[config.mk]
export PLATFORM = sky130hd
export DESIGN_NAME = cdb_arbiter
export DESIGN_NICKNAME = d
export VERILOG_FILES = /design/src/rtl/cdb_arbiter_pkg.sv /design/src/rtl/cdb_fifo.sv /design/src/rtl/cdb_arbiter.sv
export SDC_FILE = /design/constraint.sdc
export NUM_CORES = 1
export LEC_CHECK = 0
export BUFFER_PORTS_ARGS = -buffer_cell sky130_fd_sc_hd__buf_2
export CORE_MARGIN = 5
export CORE_UTILIZATION = 64
export CTS_CLUSTER_SIZE = 12
export DETAILED_ROUTE_END_ITERATION = 8
export PLACE_DENSITY = 0.85
export SLEW_MARGIN = 10
export SYNTH_ARGS = -nofsm -noshare
export SYNTH_HDL_FRONTEND = slang
export SYNTH_SLANG_ARGS = --single-unit
[constraint.sdc]
create_clock -name clk -period 6.6 [get_ports clk]
set_clock_uncertainty 0.15 [all_clocks]
set_input_delay 0.99 -clock clk [delete_from_list [all_inputs] [get_ports clk]]
set_output_delay 0.99 -clock clk [all_outputs]
set_load 0.02 [all_outputs]
[src/rtl/cdb_arbiter_pkg.sv]
// rtl/cdb_arbiter_pkg.sv - shared widths and source IDs for the common data bus
package cdb_arbiter_pkg;
    localparam int ROB_W_DEF  = 4;
    localparam int DATA_W_DEF = 32;
    localparam int DEPTH_DEF  = 4;

    typedef enum logic {
        SRC_ALU = 1'b0,
        SRC_LSB = 1'b1
    } src_e;
endpackage

[src/rtl/cdb_fifo.sv]
// rtl/cdb_fifo.sv - per-source result FIFO feeding the CDB arbiter
module cdb_fifo #(
    parameter int DEPTH = 4,
    parameter int WIDTH = 36
) (
    input  logic                       clk_i,
    input  logic                       rst_i,
    input  logic                       flush_i,
    input  logic                       push_i,
    input  logic                       pop_i,
    input  logic [WIDTH-1:0]           data_i,
    output logic [WIDTH-1:0]           head_o,
    output logic [$clog2(DEPTH):0]     count_o,
    output logic                       full_o
);
    localparam int PTR_W = $clog2(DEPTH);
    localparam int CNT_W = PTR_W + 1;

    logic [WIDTH-1:0] mem_q [DEPTH];
    logic [PTR_W-1:0] wr_ptr_q, rd_ptr_q;
    logic [CNT_W-1:0] count_q, count_d;
    logic             do_push, do_pop;

    assign full_o  = (count_q == CNT_W'(DEPTH));
    assign count_o = count_q;
    assign head_o  = mem_q[rd_ptr_q];

    // A push against a full FIFO is dropped even if a pop frees a slot this cycle.
    assign do_push = push_i && !full_o;
    assign do_pop  = pop_i && (count_q != '0);

    always_comb begin
        count_d = count_q;
        if (do_push && !do_pop) count_d = count_q + 1'b1;
        if (!do_push && do_pop) count_d = count_q - 1'b1;
    end

    always_ff @(posedge clk_i) begin
        if (rst_i || flush_i) begin
            wr_ptr_q <= '0;
            rd_ptr_q <= '0;
            count_q  <= '0;
        end else begin
            if (do_push) begin
                mem_q[wr_ptr_q] <= data_i;
                wr_ptr_q        <= wr_ptr_q + 1'b1;
            end
            if (do_pop) rd_ptr_q <= rd_ptr_q + 1'b1;
            count_q <= count_d;
        end
    end
endmodule

[src/rtl/cdb_arbiter.sv]
// rtl/cdb_arbiter.sv - round-robin merge of ALU and LSB results onto the CDB
module cdb_arbiter
    import cdb_arbiter_pkg::*;
#(
    parameter int DEPTH  = DEPTH_DEF,
    parameter int ROB_W  = ROB_W_DEF,
    parameter int DATA_W = DATA_W_DEF
) (
    input  logic              clk,
    input  logic              rst,
    input  logic              rdy,
    input  logic              clr,
    input  logic              alu_s,
    input  logic [ROB_W-1:0]  alu_reorder,
    input  logic [DATA_W-1:0] alu_value,
    output logic              alu_full,
    input  logic              lsb_s,
    input  logic [ROB_W-1:0]  lsb_reorder,
    input  logic [DATA_W-1:0] lsb_value,
    output logic              lsb_full,
    output logic              cdb_s,
    output logic [ROB_W-1:0]  cdb_reorder,
    output logic [DATA_W-1:0] cdb_value,
    output logic              cdb_src
);
    localparam int W     = ROB_W + DATA_W;
    localparam int CNT_W = $clog2(DEPTH) + 1;

    logic [W-1:0]     alu_head, lsb_head, alu_cand_d, lsb_cand_d;
    logic [CNT_W-1:0] alu_cnt, lsb_cnt;
    logic             active, alu_push, lsb_push, alu_ne, lsb_ne;
    logic             alu_cand, lsb_cand, grant_alu, grant_lsb;
    logic             cdb_s_q, cdb_src_q;
    logic [ROB_W-1:0] cdb_reorder_q;
    logic [DATA_W-1:0] cdb_value_q;
    src_e             rr_last_q;

    assign active   = rdy && !clr;
    assign alu_push = active && alu_s && !alu_full;
    assign lsb_push = active && lsb_s && !lsb_full;
    assign alu_ne   = (alu_cnt != '0);
    assign lsb_ne   = (lsb_cnt != '0);

    // The queued head has priority over a same-cycle push; an empty FIFO lets the push bypass.
    assign alu_cand   = active && (alu_ne || alu_push);
    assign lsb_cand   = active && (lsb_ne || lsb_push);
    assign alu_cand_d = alu_ne ? alu_head : {alu_reorder, alu_value};
    assign lsb_cand_d = lsb_ne ? lsb_head : {lsb_reorder, lsb_value};

    assign grant_lsb = lsb_cand && (!alu_cand || rr_last_q == SRC_ALU);
    assign grant_alu = alu_cand && !grant_lsb;

    cdb_fifo #(.DEPTH(DEPTH), .WIDTH(W)) u_alu_fifo (
        .clk_i   (clk),
        .rst_i   (rst),
        .flush_i (clr),
        .push_i  (alu_push && !(grant_alu && !alu_ne)),
        .pop_i   (grant_alu && alu_ne),
        .data_i  ({alu_reorder, alu_value}),
        .head_o  (alu_head),
        .count_o (alu_cnt),
        .full_o  (alu_full)
    );

    cdb_fifo #(.DEPTH(DEPTH), .WIDTH(W)) u_lsb_fifo (
        .clk_i   (clk),
        .rst_i   (rst),
        .flush_i (clr),
        .push_i  (lsb_push && !(grant_lsb && !lsb_ne)),
        .pop_i   (grant_lsb && lsb_ne),
        .data_i  ({lsb_reorder, lsb_value}),
        .head_o  (lsb_head),
        .count_o (lsb_cnt),
        .full_o  (lsb_full)
    );

    always_ff @(posedge clk) begin
        if (rst || clr) begin
            cdb_s_q       <= 1'b0;
            cdb_src_q     <= 1'b0;
            cdb_reorder_q <= '0;
            cdb_value_q   <= '0;
            rr_last_q     <= SRC_LSB;
        end else if (!rdy) begin
            cdb_s_q <= 1'b0;
        end else if (grant_alu) begin
            cdb_s_q                      <= 1'b1;
            cdb_src_q                    <= SRC_ALU;
            {cdb_reorder_q, cdb_value_q} <= alu_cand_d;
            rr_last_q                    <= SRC_ALU;
        end else if (grant_lsb) begin
            cdb_s_q                      <= 1'b1;
            cdb_src_q                    <= SRC_LSB;
            {cdb_reorder_q, cdb_value_q} <= lsb_cand_d;
            rr_last_q                    <= SRC_LSB;
        end else begin
            cdb_s_q <= 1'b0;
        end
    end

    assign cdb_s       = cdb_s_q;
    assign cdb_src     = cdb_src_q;
    assign cdb_reorder = cdb_reorder_q;
    assign cdb_value   = cdb_value_q;
endmodule

==> reports/metrics.csv <==
stage;metric;value;unit
yosys;synthArstFlopShare;0;
power_and_ir_drop;power_frac_seq;0.548;
clocking;cts-resized-gates;0;
route;drt_iter0_drc;595;
route;drc;0;
power_and_ir_drop;clkPwrFrac;0.418;
setup_path;crit_path_max_fanout;36;
yosys;yosys_warnings;0;
timing;period_share;0.4874;
clocking;insertion_delay;0.51;ns
power_and_ir_drop;p_leak;5.134;nW
power_and_ir_drop;swShare;0.2023;
power_and_ir_drop;internal_power;3.455;mW
finish;layout-drive-gt1-share;0.3345;
timing;slew_headroom;0.2180;
place;dp_cells;1074;
finish;stdcell_count;1144;
setup_path;cp-end-kind;flop;
yosys;netlist_area;13790;um^2
timing;fin_crit;3.217;ns
setup_path;crit_arrival;3.19;ns
place;gp_congestion;0.9237;
run;maxCapViolations;0;
setup_path;worst_setup_path_start_kind;input pin;
die;start_util;0.6520;
place;placement.io_buffers;117;
global_route;grt_max_degree;42;
route;vias_per_cell;6.390;
outcome;status;completed;
place;hpwl;17.86;mm
yosys;synth.net_count;802;
yosys;synth_top_area_cell;edfxtp_1;
yosys;synth_top_area_share;0.6270;
finish;fin_nets;927;
global_route;antenna_found_initial;3;
route;wirelength;28.93;mm
clocking;cts_root_buffer;clkbuf_16;
route;vias;7310;
min_path;hp-class;reg -> reg;
clocking;clkSinkCount;345;
clocking;cts_inserted_buffers;36;
timing;finalHoldViolations;0;
global_route;overflow;0;
power_and_ir_drop;p_switching;876.0;uW
timing;setup_viol;0;
route;wl_per_cell;25.28;um
yosys;synth_edf_count;288;
yosys;ys_seq_area_frac;0.7097;
die;fp.dieW;156.8;um
timing;rsz0062_at_grt;false;
timing;tns;0;ns
yosys;synth_seq_cells;345;
yosys;yosys-top-cells-count;288 x edfxtp_1, 75 x mux2i_1, 72 x mux4_2;
power_and_ir_drop;p_per_area;276.3;nW/um^2
setup_path;cp.required;6.57;ns
yosys;avgSynthCellArea;19.37;um^2
clocking;clk_path_buf_depth;3;
die;die_h;156.8;um
clocking;hold_buffers;0;
die;ios;118;
timing;worstMarginPinSlew;1.170;ns
power_and_ir_drop;irDropWorstVdd;246.3;uV
route;first_pass_iters;5;
global_route;grt_pass1_vias;7439;
clocking;cts-htree-levels;2;
global_route;grtUsageTotal;0.2374;
yosys;synth.area.top_cells;edfxtp_1 63%, mux4_2 12%, dfxtp_1 8.3%, mux2i_1 5.4%, a221oi_2 3.3%;
clocking;postCtsSetupBuffers;0;
die;num_rows;53;
die;die-area;24590;um^2
die;core_area;21150;um^2
clocking;path_clk_slew;0.06;ns
power_and_ir_drop;combPwrFrac;0.034;
setup_path;worstSetupPathType;in -> reg;
timing;finalMaxSlewViolations;0;
timing;max_freq;0.3108;GHz
yosys;synth.most_common_cell;edfxtp_1;
route;ant_nets;0;
clocking;cts_tree;built;
global_route;grt_first_pass_wirelength;44.16;mm
finish;area_growth;13.62;%
yosys;yosys.cell_types.count;40;
yosys;syn_inst;712;
yosys;synthFlopType;edfxtp_1;
logic make-up after synthesis:
group	share of synthesized area
AO/OA/AOI/OAI	0.06041
XOR/XNOR	0.005080
adder cells (fa/ha/maj)	0.01197
buffers and inverters	0.02177
flip-flops	0.7097
multiplexers	0.1720
AND/OR/NAND/NOR	0.01905
path summary, 6_finish.rpt:
path | startpoint | end | slack [ns] | depth (start not counted)
worst max-delay path | lsb_s | u_alu_fifo.mem_q[1][11] | 3.38 | 5
worst min-delay path | cdb_src | cdb_src | 0.34 | 2
worst max register to register | u_lsb_fifo.count_o[2] | u_lsb_fifo.count_o[2] | 3.47 | 9
worst min register to register | cdb_src | cdb_src | 0.34 | 2
power by group through the flow:
stage	Sequential, mW	Combinational [mW]	Clock, mW
after detailed placement	2.42	0.143	0
final	2.37	0.147	1.81
after floorplan	2.43	0.0595	0
after global placement	2.42	0.134	0
after CTS	2.37	0.145	1.84
after global routing	2.37	0.157	1.94
sequential cells by signal, indices dropped and copies added, names as in the netlist, 2 cells and up, named ones only:
name                 cells
u_lsb_fifo.count_o       3
cdb_value               32
u_alu_fifo.count_o       3
u_alu_fifo.wr_ptr_q      2
u_lsb_fifo.rd_ptr_q      2
u_lsb_fifo.wr_ptr_q      2
cdb_reorder              4
u_alu_fifo.rd_ptr_q      2
u_lsb_fifo.mem_q       144
u_alu_fifo.mem_q       144
layout make-up:
cell class	count	area, um^2
flip-flops and latches	345	9792
repair buffers	130	683.2
multi-input cells	309	3739
inverters	15	56.30
clock inverters	9	47.55
well taps	275	344.1
clock buffers	56	997.2
diodes	5	12.51
fillers	1190	5483
worst max-delay path, cell delays in order:
cell and delay (ns):
buf_2 0.15, nor4_2 0.10, o311ai_0 0.44, nand3_1 0.45, nor2_4 1.02
placed cells by master (no fill, tap or decap), types with 2 or more instances in the layout:
cell type,n
edfxtp_1,288
buf_2,117
mux2i_1,75
mux4_2,72
dfxtp_1,55
clkbuf_16,37
a221oi_2,30
o21ai_1,29
clkbuf_1,19
inv_1,15
nor2_1,15
buf_4,13
o21ai_0,12
ha_1,10
a21oi_1,7
xor2_1,7
and2_1,6
nand2_1,6
diode_2,5
a221oi_1,5
nor2_4,4
clkinv_1,4
and3_1,3
nand3_1,3
or3_1,3
clkinv_2,3
or3_2,2
nand4_1,2
fa_1,2
dfxtp_2,2
inv_6,2
stage by stage:
| step | hold WS [ns] | setup slack, ns | cell area (um^2) | utilization | power (mW) |
|---|---|---|---|---|---|
| 6_report | 0.3437 | 3.383 | 15670 | 0.7408 | 4.331 |
| 5_1_grt | 0.3677 | 3.270 | 15670 | 0.7406 | 4.465 |
| 4_1_cts | 0.3487 | 3.367 | 15660 | 0.7402 | 4.358 |
| 3_5_place_dp | 0.3329 | 2.866 | 14610 | 0.6908 | 2.562 |
| 3_3_place_gp | 0.3193 | 3.048 | 14610 | 0.6908 | 2.552 |
| 2_1_floorplan | 0.3209 | 2.872 | 13790 | - | 2.486 |
layer usage:
metal | part of all wire | vias up | track usage
met1 | 0.41 | 3757 | 0.3507
met5 | 0 | - | 0
met4 | 0.032 | 0 | 0.07645
li1 | - | 3168 | -
met3 | 0.065 | 67 | 0.04397
met2 | 0.49 | 318 | 0.3679
(Power assumes the default switching activity.)
